## config.mk

```make
export PLATFORM = sky130hd
export DESIGN_NAME = sync_cycle_tracker
export DESIGN_NICKNAME = d
export VERILOG_FILES = /design/src/rtl/sync_cycle_tracker.sv
export SDC_FILE = /design/constraint.sdc
export NUM_CORES = 1
export LEC_CHECK = 0
export BUFFER_PORTS_ARGS = -buffer_cell sky130_fd_sc_hd__buf_2
export CELL_PAD_IN_SITES_DETAIL_PLACEMENT = 0
export CELL_PAD_IN_SITES_GLOBAL_PLACEMENT = 2
export CORE_UTILIZATION = 31
export CTS_CLUSTER_DIAMETER = 150
export DETAILED_ROUTE_END_ITERATION = 10
export PLACE_DENSITY_LB_ADDON = 0.1
export REMOVE_ABC_BUFFERS = 1
export SYNTH_ARGS = -nofsm -noshare
export SYNTH_HDL_FRONTEND = slang
export SYNTH_SLANG_ARGS = --single-unit
```

## constraint.sdc

```tcl
create_clock -name sysclk -period 1.95 [get_ports sysclk]
set_input_delay 0.39 -clock sysclk [delete_from_list [all_inputs] [get_ports sysclk]]
set_output_delay 0.39 -clock sysclk [all_outputs]
set_load 0.01 [all_outputs]
```

## src/rtl/sync_cycle_tracker.sv

```systemverilog
// sync_cycle_tracker: recovers the MCS-4 subcycle (A1..X3) from clk1/clk2/sync and captures address/instruction nibbles
//   sysclk, reset            : system clock, asynchronous active-high reset
//   clk1, clk2, sync, d_in   : CPU phase levels, SYNC and 4-bit data bus
//   a1..x3, subcycle         : one-hot and encoded current subcycle
//   tracking, locked         : counter running / LOCK_CYCLES good syncs seen
//   addr, addr_valid         : 12-bit address and completion pulse
//   inst, inst_valid         : 8-bit instruction and completion pulse
//   sync_error               : pulse on a misplaced or missing sync
module sync_cycle_tracker #(
  parameter int LOCK_CYCLES = 2
) (
  input  logic        sysclk,
  input  logic        reset,
  input  logic        clk1,
  input  logic        clk2,
  input  logic        sync,
  input  logic [3:0]  d_in,
  output logic        a1,
  output logic        a2,
  output logic        a3,
  output logic        m1,
  output logic        m2,
  output logic        x1,
  output logic        x2,
  output logic        x3,
  output logic [2:0]  subcycle,
  output logic        tracking,
  output logic        locked,
  output logic [11:0] addr,
  output logic        addr_valid,
  output logic [7:0]  inst,
  output logic        inst_valid,
  output logic        sync_error
);
  logic       clk1_q, clk2_q;
  logic [3:0] good;
  logic [7:0] hot;
  logic       rise1, fall2;
  logic [2:0] nxt;
  logic [3:0] good_inc;
  assign rise1    = clk1 & ~clk1_q;
  assign fall2    = ~clk2 & clk2_q;
  assign nxt      = subcycle + 3'd1;
  assign good_inc = good == 4'd15 ? 4'd15 : good + 4'd1;
  assign {x3, x2, x1, m2, m1, a3, a2, a1} = hot;
  always_ff @(posedge sysclk or posedge reset)
    if (reset) begin
      clk1_q     <= 1'b0;
      clk2_q     <= 1'b0;
      good       <= 4'd0;
      hot        <= 8'd0;
      subcycle   <= 3'd0;
      tracking   <= 1'b0;
      locked     <= 1'b0;
      addr       <= 12'd0;
      inst       <= 8'd0;
      addr_valid <= 1'b0;
      inst_valid <= 1'b0;
      sync_error <= 1'b0;
    end else begin
      clk1_q     <= clk1;
      clk2_q     <= clk2;
      sync_error <= 1'b0;
      addr_valid <= 1'b0;
      inst_valid <= 1'b0;
      // rise1 has priority; a coincident fall2 capture is dropped
      if (rise1) begin
        if (!tracking) begin
          if (sync) begin
            tracking <= 1'b1;
            subcycle <= 3'd7;
            hot      <= 8'h80;
          end
        end else if (sync) begin
          // sync always forces X3; it only counts as good when it lands where expected
          subcycle <= 3'd7;
          hot      <= 8'h80;
          if (nxt == 3'd7) begin
            good   <= good_inc;
            locked <= good_inc >= 4'(LOCK_CYCLES);
          end else begin
            sync_error <= 1'b1;
            good       <= 4'd0;
            locked     <= 1'b0;
          end
        end else if (nxt != 3'd7) begin
          subcycle <= nxt;
          hot      <= 8'd1 << nxt;
        end else begin
          sync_error <= 1'b1;
          tracking   <= 1'b0;
          locked     <= 1'b0;
          good       <= 4'd0;
          hot        <= 8'd0;
          subcycle   <= 3'd0;
        end
      end else if (fall2 && tracking) begin
        if (subcycle == 3'd0) addr[3:0]  <= d_in;
        if (subcycle == 3'd1) addr[7:4]  <= d_in;
        if (subcycle == 3'd2) addr[11:8] <= d_in;
        if (subcycle == 3'd3) inst[7:4]  <= d_in;
        if (subcycle == 3'd4) inst[3:0]  <= d_in;
        addr_valid <= subcycle == 3'd2 && locked;
        inst_valid <= subcycle == 3'd4 && locked;
      end
    end
endmodule

```

== Word-level counts from Yosys, hierarchy flattened ==
Index checks and enable logic that the tools add are counted.
W data, S select, Z words.
Storage, ports and cells
  output and inout bits: 36
  flip-flop bits (word level): 42
  logic and storage cells: 72
Operators by class
  muxes and demuxes: 28
  $lt $le $gt $ge: 1
  $add $sub $neg: 2
  reduce and logical (&&, ||, !) cells: 12
  bitwise gates (word level): 5
  shifts and indexed selects: 1
  equality and inequality tests: 8
Operators by type and width (count)
  $mux W8: 4
  $reduce_and A3 Y1: 6
  $mux W1: 16
  $mux W4: 4
  $mux W3: 4
  $shl A1 B3 Y8 const A: 1
  $eq A3 B2 Y1 const B: 2
  $eq A3 B3 Y1 const B: 2
  $add A4 B1 Y4 const B: 1
  $eq A4 B4 Y1 const B: 1
  $ge A4 B2 Y1 const B: 1
  $add A3 B1 Y3 const B: 1
  $eq A3 B1 Y1 const B: 1
  $logic_and A1 B1 Y1: 3
  $logic_not A3 Y1: 1
  $ne A3 B3 Y1 const B: 1
  $not A1 Y1: 3
  $and A1 B1 Y1: 2
  $ne A2 B2 Y1 const B: 1
  $reduce_and A2 Y1: 1
  $reduce_bool A2 Y1: 1

== Depth between registers and ports, before layout ==
Gate-level depths: netlist (run 1).
  depth in word-level cells: 6
  gate-level depth with buffers: 8
  gate-level depth less buffers: 7

== Worst setup path after synthesis (run 1) ==
No wires, ideal clock.
  path type: register to register
  start point: register subcycle[0]
  end point: register good[0]
  data required time: 1886 ps
  path buffers: 1
  setup slack: -181 ps
  period minus slack after synthesis: 2131 ps
  arrival time: 2067 ps
  stages on the path, launching flop included: 9
  path through: dfrtp_1 > ha_1 > ha_1 > nand2b_1 > ha_1 > or2_2 > clkbuf_1 > a211oi_1 > a21o_1
On the way
  longest elaborated chain between the ends: 4
  elaborated cells on any way between the ends: 7
  those cells by class: add/sub (1); eq/ne (3); mux (2); reduce/logical (1)
Ends and longest elaborated chain
  start, declared: line 26  | output logic [2:0] subcycle,
  start signal, assigned: line 87  | subcycle <= nxt;
  $add A3 B1 Y3 *: line 43  | assign nxt = subcycle + 3'd1;
  $ne A3 B3 Y1 or $eq A3 B3 Y1 (tied branches): line 86, 78
  $ne A2 B2 Y1 (no line) or $mux W4 (tied branches)
  $reduce_and A3 Y1 (no line) or $mux W4 (tied branches)
  end signal, assigned: line 79  | good <= good_inc;
  end, declared: line 36  | logic [3:0] good;
Every way passes the cells marked *; elsewhere a longest branch is shown, timed or not.
A chain may end at the register's enable or synchronous reset.

== Worst setup path in the final report (run 1) ==
  start point: register subcycle[0]
  end point: register locked
On the way
  longest elaborated chain between the ends: 4
  elaborated cells on any way between the ends: 7
  those cells by class: add/sub (1); eq/ne (3); mux (2); reduce/logical (1)
Ends and longest elaborated chain
  $add A3 B1 Y3 *: line 43
  $ne A3 B3 Y1 or $eq A3 B3 Y1 (tied branches): line 86, 78
  $ne A2 B2 Y1 (no line) or $mux W1 (tied branches)
  $reduce_and A3 Y1 (no line) or $mux W1 (tied branches)
  end signal, assigned: line 80  | locked <= good_inc >= 4'(LOCK_CYCLES);
  end, declared: line 28  | output logic locked,
Marked as above.

==> results of run 1 <==
repair_timing:
action / in CTS / in global routing
gates resized for setup: 1 / 2
pin swaps: 0 / 1
endpoints found under the setup margin: 1 / 3
sequential cells by signal, indices dropped and copies added, names as in the netlist:
| signal | flops |
|---|---|
| addr | 12 |
| addr_valid | 1 |
| clk1_q | 1 |
| clk2_q | 1 |
| good | 4 |
| hot | 8 |
| inst | 8 |
| inst_valid | 1 |
| locked | 1 |
| subcycle | 3 |
| sync_error | 1 |
| tracking | 1 |
cell families after synthesis:
logic type,after synthesis,share of synthesized area (%)
adders and majority gates,9,6.21
and+or+nand+nor,29,9.11
DFF,42,58.0
muxes,20,12.4
AOI/OAI and AO/OA,30,11.9
buffers and inverters,11,2.42
power by group:
part           internal [µW]  total (µW)  switching, µW  leakage (µW)
Combinational            611        1230            623      0.000613
Sequential              1150        1290            143      0.000549
Clock                    285         594            309     0.0000472
stage by stage:
| stage | hold WS, ns | cell area (µm²) | cells | setup WS [ns] |
|---|---|---|---|---|
| 4_1_cts | 0.214 | 2290 | 272 | 0.00817 |
| 6_report | 0.222 | 2290 | 272 | 0.114 |
| 3_5_place_dp | 0.480 | 2190 | 264 | -0.000629 |
| 2_1_floorplan | 0.421 | 1800 | 137 | -0.0960 |
| 5_1_grt | 0.217 | 2290 | 272 | 0.0128 |
| 3_3_place_gp | 0.478 | 2190 | 264 | 0.0416 |
cells in the final DEF (no fill, tap or decap):
cell and instances:
o31ai_1 1, a41o_1 1, or2_4 1, clkinvlp_4 1, a31o_2 1, nand2_1 6
a211oi_2 1, nor4_1 1, nand3_1 2, buf_4 11, nand3b_2 1, a21oi_1 7
mux2_2 20, o21ai_0 2, inv_1 7, o21a_1 1, nand2_2 1, clkinv_2 1
a41oi_1 1, nor3b_1 2, a21o_1 1, nor3_1 1, nand2b_1 2, ha_1 9
and3_1 1, dfrtp_1 42, buf_2 44, o21ai_1 1, clkbuf_8 6, nor2_1 8
nor2b_1 2, a22o_1 10, nor4b_4 1, o211ai_1 1, a31oi_1 2
area by class of cell:
type	instances	area share, %
Inverter	7	1.15
Multi-Input combinational cell	88	31.8
Clock buffer	6	3.60
Tap cell	72	3.93
Sequential cell	42	45.8
Clock inverter	2	0.546
Timing Repair Buffer	55	13.2
metal layers:
layer / vias up / GRT usage, %
met4: 0 / 5.56
met1: 631 / 18.9
met3: 4 / 3.37
met2: 39 / 24.0
met5: - / 0
li1: 622 / -
worst max-delay path, delay by kind of cell, from the launching register on:
family	cells	cell delay, ns
AOI/OAI and AO/OA	1	0.23
DFF	1	0.39
adders and majority gates	3	0.68
and+or+nand+nor	2	0.44
worst max path at each step:
stage                      from       to  depth (start not counted)
floorplan           subcycle[0]  good[0]                          7
CTS                 subcycle[0]  good[0]                          7
global placement    subcycle[0]  good[0]                          7
finish              subcycle[0]   locked                          6
global route        subcycle[0]  good[2]                          7
detailed placement  subcycle[0]  good[0]                          7
==> flow_metrics.py, run 1 <==
metrics = {
    "outcome": {
        "outcome": "completed",
    },
    "routing": {
        "routed_wl_mm": 4.07,
        "vias_per_cell": 4.76,
        "via_count": 1296,
        "drcViolationCount": 0,
        "drt-initial-drc-count": 71,
        "wl_per_cell_um": 15.0,
        "dr.pass1.iters": 4,
        "top_layer_used": "met4",
        "wl_met2_mm": 1.93,
        "wl_met1_mm": 1.86,
        "route.met3.wl_um": 236,
        "route.antenna.remaining_nets": 0,
    },
    "synth": {
        "synth_seq_cells": 42,
        "netlist_area_um2": 1810,
        "yosysMostFrequentCell": "dfrtp_1",
        "ys_seq_area_share_pct": 58.0,
        "synth_top_cell_by_area": "dfrtp_1",
        "synthCells": 141,
        "ys_warn_count": 0,
        "yosys_most_used_dff": "dfrtp_1",
        "avgSynthCellArea_um2": 12.9,
        "yosys-top-cells-count": "dfrtp_1 (42), mux2_2 (20), a22o_1 (10)",
        "synth_cell_types": 31,
        "netlist.area_leader.share_pct": 58.0,
        "synth_area_leaders": "dfrtp_1 (58%), mux2_2 (12%), ha_1 (6.2%)",
        "async_reset_ff_share_pct": 100,
        "synth_edf_count": 0,
    },
    "sta": {
        "final-hold-violation-count": 0,
        "rsz0062_at_grt": "no",
        "final.setup.tns_ns": 0,
        "skew_ns": 0.00463,
        "finalCritPeriodShare_pct": 94.2,
        "max-slew-margin-rel_pct": 63.0,
        "fin_crit_ns": 1.84,
        "drv_slew": 0,
        "setup_viol": 0,
        "worst_pin_slew_ns": 0.552,
        "fmax_mhz": 545,
    },
    "clock_network": {
        "clock_sinks": 42,
        "cts_buffer_depth": 2,
        "path_clk_slew_ns": 0.08,
        "cts_setup_buffers": 0,
        "root_buffer": "clkbuf_8",
        "cts_tree": "done",
        "htreeDepth": 2,
        "clock_latency_ns": 0.29,
        "hold_buffers": 0,
        "cts_made_buffers": 5,
    },
    "worst_setup_path": {
        "cp-start-kind": "register",
        "end_kind": "register",
        "cp_common_cell": "ha_1",
        "r2r-end": "locked",
        "r2r-start": "subcycle[0]",
        "r2r_cells": 6,
        "r2r_setup_slack_ns": 0.11,
        "crit_arrival_ns": 2.02,
        "worstPathCellList": "ha_1 -> ha_1 -> nand2b_1 -> ha_1 -> or2_4 -> a22o_1",
        "worst_path_max_delay_cell": "dfrtp_1",
        "crit_type": "reg2reg",
        "required_ns": 2.14,
        "critPathMaxFanout": 6,
        "slowest_delay_ns": 0.39,
    },
    "floorplanning": {
        "die_x_um": 78.5,
        "dieHeight_um": 78.5,
        "coreArea_um2": 5570,
        "io_pins": 45,
        "initial_core_util_pct": 32.5,
        "die-area_um2": 6160,
        "rows": 27,
    },
    "grt": {
        "first_global_vias": 1374,
        "grt_usage_pct": 14.7,
        "grt_max_degree": 43,
        "grt.overflow.total": 0,
        "grt_first_pass_wirelength_mm": 6.80,
        "antenna_found_initial": 0,
    },
    "placement": {
        "dp_hpwl_mm": 2.95,
        "numPortBuffers": 44,
        "place.gp.congestion": 0.723,
    },
    "min_path": {
        "whs_path_depth": 1,
        "hold_path.class": "in2reg",
        "hold_end": "clk2_q",
        "hp-start": "clk2",
    },
    "cells_and_area": {
        "fill_cells": 573,
        "diodes": 0,
        "regArea_um2": 1050,
        "drive_gt1_share_pct": 44.5,
        "areaGrowthSynthToFinish_pct": 26.5,
        "fin_util_pct": 41.1,
        "multi_input_area_um2": 728,
        "final_nets": 217,
    },
    "pwr": {
        "p_leak_uw": 0.00121,
        "irDropWorstVdd_mv": 0.472,
        "total_power_uw": 3120,
        "cellPowerDensity_nw_per_um2": 1360,
    },
    "job": {
        "maxCapViolations": 0,
    },
}
Note: power is estimated with default switching activity, not from simulation.
==> inputs of run 2 (changes only) <==
CORE_UTILIZATION = 34   (was 31)
clock period = 2.1 ns   (was 1.95 ns; I/O delays follow)
==> flow_metrics.py, run 2 (synthesis results as in run 1) <==
metrics = {
    "cells_and_area": {
        "stdcell_count": 265,
        "final_area_um2": 2260,
        "multi_input_area_um2": 726,
        "regArea_um2": 1050,
        "drive_gt1_share_pct": 42.1,
        "fin_util_pct": 44.3,
        "reg.largest.list": "addr (12), hot (8), inst (8)",
        "largest_register_ffs": 12,
        "fill_cells": 512,
        "largest-register": "addr",
        "diodes": 0,
        "final_common_cell": "buf_2",
        "areaGrowthSynthToFinish_pct": 24.8,
        "final_nets": 212,
        "layout_common_cells": "buf_2 (44), dfrtp_1 (42), mux2_2 (20), a22o_1 (10)",
    },
    "sta": {
        "max-slew-margin-rel_pct": 58.0,
        "rsz0062_at_grt": "no",
        "drv_slew": 0,
        "fmax_mhz": 506,
        "setup_viol": 0,
        "final-hold-violation-count": 0,
        "finalCritPeriodShare_pct": 94.2,
        "final.setup.tns_ns": 0,
        "skew_ns": 0.00527,
        "worst_pin_slew_ns": 0.625,
        "fin_crit_ns": 1.98,
    },
    "grt": {
        "grt_first_pass_wirelength_mm": 6.08,
        "grt_usage_pct": 15.0,
        "grt_max_degree": 43,
        "antenna_found_initial": 0,
        "first_global_vias": 1191,
        "grt.overflow.total": 0,
    },
    "clock_network": {
        "root_buffer": "clkbuf_8",
        "hold_buffers": 0,
        "htreeDepth": 2,
        "clock_sinks": 42,
        "cts_setup_buffers": 0,
        "cts_made_buffers": 5,
        "cts_resized": 0,
        "cts_tree": "done",
        "clock_latency_ns": 0.29,
        "cts_buffer_depth": 2,
        "path_clk_slew_ns": 0.08,
    },
    "floorplanning": {
        "dieHeight_um": 75.0,
        "rows": 26,
        "coreArea_um2": 5110,
        "initial_core_util_pct": 35.5,
        "die-area_um2": 5630,
        "die_x_um": 75.0,
        "io_pins": 45,
    },
    "placement": {
        "numPortBuffers": 44,
        "dp_hpwl_mm": 2.69,
        "place.gp.congestion": 0.818,
        "placed_area_um2": 2150,
        "placedCellCount": 257,
    },
    "worst_setup_path": {
        "r2r-start": "subcycle[0]",
        "cp-start-kind": "register",
        "startpoint": "subcycle[0]",
        "crit_arrival_ns": 2.21,
        "crit_type": "reg2reg",
        "required_ns": 2.33,
        "end_kind": "register",
        "critPathMaxFanout": 6,
    },
    "job": {
        "maxCapViolations": 0,
    },
    "routing": {
        "via_count": 1258,
        "drt-initial-drc-count": 41,
        "dr.pass1.iters": 4,
        "drcViolationCount": 0,
        "wl_per_cell_um": 14.1,
        "routed_wl_mm": 3.73,
        "vias_per_cell": 4.75,
        "route.antenna.remaining_nets": 0,
    },
    "pwr": {
        "p_seq_share_pct": 41.8,
        "switchingPower_uw": 956,
        "p_leak_uw": 0.00119,
        "power.internal_uw": 1940,
        "p_comb_share_pct": 36.9,
        "irDropWorstVdd_mv": 0.566,
        "p_sw_share_pct": 33.0,
        "cellPowerDensity_nw_per_um2": 1280,
        "total_power_uw": 2900,
        "pwr-share-clk_pct": 21.4,
    },
    "min_path": {
        "hold_path.class": "in2async",
    },
    "outcome": {
        "outcome": "completed",
    },
}
run 2: power groups by stage:
stage | logic (µW) | registers (µW) | clock network [µW]
2_1_floorplan | 478 | 1370 | 0
3_3_place_gp | 1060 | 1210 | 0
3_5_place_dp | 1080 | 1230 | 0
4_1_cts | 1080 | 1210 | 641
5_1_grt | 1210 | 1250 | 682
6_report | 1070 | 1210 | 620
run 2: routing by layer:
| metal | wire [µm] | track usage, % |
|---|---|---|
| met1 | 1800 | 20.9 |
| met2 | 1710 | 22.4 |
| met3 | 191 | 4.55 |
| met4 | 34 | 5.03 |
| met5 | 0 | 0 |
run 2: cell type report:
class	count	share of cell area [%]
clock buffer	7	3.37
multi-input combinational	88	32.1
tap	70	3.87
sequential	42	46.5
timing repair buffer	50	11.7
clock inverter	1	1.33
inverter	7	1.16
run 2: metrics by stage:
stage / hold WS [ns] / setup slack (ns)
5_1_grt: 0.241 / 0.00315
4_1_cts: 0.250 / 0.0831
3_3_place_gp: 0.481 / 0.147
6_report: 0.249 / 0.123
3_5_place_dp: 0.478 / 0.0971
2_1_floorplan: 0.451 / 0.0540
run 2: final timing paths:
kind	end	slack, ns	depth (start not counted)
max in group asynchronous	sync_error	1.49	3
worst max-delay path	good[0]	0.12	7
min in group sysclk	clk2_q	0.25	1
worst max register to register	good[0]	0.12	7
worst min register to register	inst[5]	0.50	1
worst min-delay path	addr[6]	0.25	3
run 2: worst max-delay path, stage by stage, from the launching register on:
cell and delay, ns:
dfrtp_1 0.38, ha_1 0.20, ha_1 0.31, nand2b_1 0.18, ha_1 0.19, or2_2 0.35, a211oi_2 0.21, a21o_1 0.10
==> inputs of run 3 (changes only) <==
ABC_AREA = 1   (was default)
CORE_UTILIZATION = 31   (was 34)
==> flow_metrics.py, run 3 <==
metrics = {
    "outcome": {
        "outcome": "completed",
    },
    "placement": {
        "placed_area_um2": 2250,
        "dp_hpwl_mm": 3.32,
        "placedCellCount": 334,
        "numPortBuffers": 44,
        "pre_cts_ws_ns": 0.178,
        "place.gp.congestion": 0.747,
    },
    "clock_network": {
        "cts_buffer_depth": 2,
        "clock_latency_ns": 0.29,
        "root_buffer": "clkbuf_8",
        "cts_tree": "done",
        "htreeDepth": 2,
        "cts_made_buffers": 5,
        "clock_sinks": 42,
        "path_clk_slew_ns": 0.08,
    },
    "cells_and_area": {
        "diodes": 0,
        "layout_common_cells": "nand2_1 (72), buf_2 (44), dfrtp_1 (42), inv_1 (17), nand4_1 (17)",
        "final_common_cell": "nand2_1",
        "largest-register": "addr",
        "reg.largest.list": "addr (12), hot (8), inst (8)",
        "final_area_um2": 2340,
        "largest_register_ffs": 12,
        "stdcell_count": 341,
        "drive_gt1_share_pct": 25.9,
        "areaGrowthSynthToFinish_pct": 23.9,
        "fin_util_pct": 39.6,
        "final_nets": 284,
    },
    "synth": {
        "synth_top_cell_by_area": "dfrtp_1",
        "synth_cell_types": 23,
        "avgSynthCellArea_um2": 9.06,
        "synth_area_leaders": "dfrtp_1 (56%), nand2_1 (14%), ha_1 (5.9%)",
        "yosysMostFrequentCell": "nand2_1",
        "netlist.area_leader.share_pct": 55.5,
        "yosys_most_used_dff": "dfrtp_1",
        "async_reset_ff_share_pct": 100,
        "netlist_area_um2": 1890,
        "ys_seq_area_share_pct": 55.5,
        "synthCells": 209,
        "ys_warn_count": 0,
        "yosys-top-cells-count": "nand2_1 (72), dfrtp_1 (42), inv_1 (17), nand4_1 (17), nand3_1 (12)",
        "synth_edf_count": 0,
        "synth_seq_cells": 42,
    },
    "sta": {
        "max-slew-margin-rel_pct": 60.4,
        "fmax_mhz": 538,
        "finalCritPeriodShare_pct": 88.5,
        "fin_crit_ns": 1.86,
        "rsz0062_at_grt": "no",
        "drv_slew": 0,
        "setup_viol": 0,
        "skew_ns": 0.00749,
        "worst_pin_slew_ns": 0.590,
        "setup_ws_ns": 0.242,
        "final-hold-violation-count": 0,
    },
    "grt": {
        "grt_first_pass_wirelength_mm": 7.31,
        "grt.overflow.total": 0,
        "grt_max_degree": 43,
        "grt_usage_pct": 15.3,
        "first_global_vias": 1454,
        "antenna_found_initial": 0,
    },
    "routing": {
        "wl_per_cell_um": 13.2,
        "drt-initial-drc-count": 64,
        "route.antenna.remaining_nets": 0,
        "via_count": 1557,
        "routed_wl_mm": 4.49,
        "vias_per_cell": 4.57,
        "drcViolationCount": 0,
        "dr.pass1.iters": 4,
    },
    "floorplanning": {
        "rows": 28,
        "die_x_um": 80.1,
        "initial_core_util_pct": 32.0,
        "coreArea_um2": 5920,
        "die-area_um2": 6420,
        "io_pins": 45,
        "dieHeight_um": 80.1,
    },
    "worst_setup_path": {
        "worst_path_max_delay_cell": "dfrtp_1",
        "worstPathCellList": "ha_1 -> ha_4 -> inv_1 -> nand2_1 -> ha_1 -> inv_1 -> nand2_1 -> nor2_1 -> buf_4 -> nor2_1 -> nor2_1 -> nand2_1",
        "slowest_delay_ns": 0.42,
        "required_ns": 2.29,
        "end_kind": "register",
        "crit_arrival_ns": 2.05,
        "r2r_setup_slack_ns": 0.24,
        "crit_type": "reg2reg",
        "critPathMaxFanout": 5,
        "r2r_cells": 12,
        "cp-start-kind": "register",
    },
    "job": {
        "maxCapViolations": 0,
    },
    "pwr": {
        "p_leak_uw": 0.00129,
        "irDropWorstVdd_mv": 0.401,
        "cellPowerDensity_nw_per_um2": 1260,
    },
    "min_path": {
        "whs_path_depth": 1,
        "hold_path.class": "in2reg",
    },
}
[run 3: cell count changes after synthesis, moves of 3 or more]
cell / delta
inv_1: +10
o21ai_0: +7
nand4_1: +17
a22o_1: -10
a21oi_1: -7
mux2_2: -20
nand3_1: +10
nor2_1: +3
nand2_1: +65
[run 3: final cells by class]
type / count / area [µm²]
sequential: 42 / 1050
clock inverter: 2 / 10.0
tap: 75 / 93.8
timing repair buffer: 55 / 303
inverter: 19 / 71.3
fill: 625 / 3580
clock buffer: 5 / 68.8
multi-input combinational: 143 / 747
[run 3: what timing repair did]
action,in CTS,in global routing
buffers inserted,0,0
hold buffers,0,0
setup endpoints to repair,0,1
gates resized for setup,0,1
[run 3: cells by family (layout without fill, tap and decap cells)]
family / after synthesis / after routing / synth area share, %
AOI/OAI and AO/OA: 16 / 16 / 4.89
adders and majority gates: 9 / 9 / 5.95
buffers and inverters: 24 / 81 / 5.68
DFF: 42 / 42 / 55.5
and+or+nand+nor: 118 / 118 / 28.0
[run 3: worst max-delay path, delay by kind of cell, from the launching register on]
kind | cells | cell delay [ns]
adders and majority gates | 3 | 0.64
buffers and inverters | 3 | 0.27
and+or+nand+nor | 6 | 0.42
DFF | 1 | 0.42
[run 3: per-layer routing]
| metal | wire length, µm | GRT usage (%) | vias to the layer above | share of wire, % |
|---|---|---|---|---|
| li1 | - | - | 802 | - |
| met1 | 2240 | 20.4 | 716 | 50 |
| met2 | 2040 | 24.4 | 35 | 45 |
| met3 | 174 | 3.75 | 4 | 3.9 |
| met4 | 36 | 4.82 | 0 | 0.80 |
| met5 | 0 | 0 | - | 0 |
[run 3: final timing paths]
path / start / to
hold reg to reg: inst[5] / inst[5]
hold / removal: clk2 / clk2_q
setup reg to reg: subcycle[1] / locked
min in group asynchronous: reset / inst[1]
max in group asynchronous: reset / clk1_q
setup / recovery: subcycle[1] / locked
[run 3: power by group]
group / switching, µW / total [µW] / internal (µW)
Sequential: 156 / 1220 / 1070
Clock: 269 / 492 / 223
Combinational: 741 / 1250 / 508
Total: 1170 / 2960 / 1800
[run 3: metrics by stage]
stage / hold WS [ns] / setup TNS (ns) / power [µW]
floorplan: 0.451 / -0.705 / 1900
global placement: 0.450 / 0 / 2470
detailed placement: 0.453 / 0 / 2480
CTS: 0.237 / 0 / 2990
global route: 0.228 / 0 / 3240
finish: 0.245 / 0 / 2960
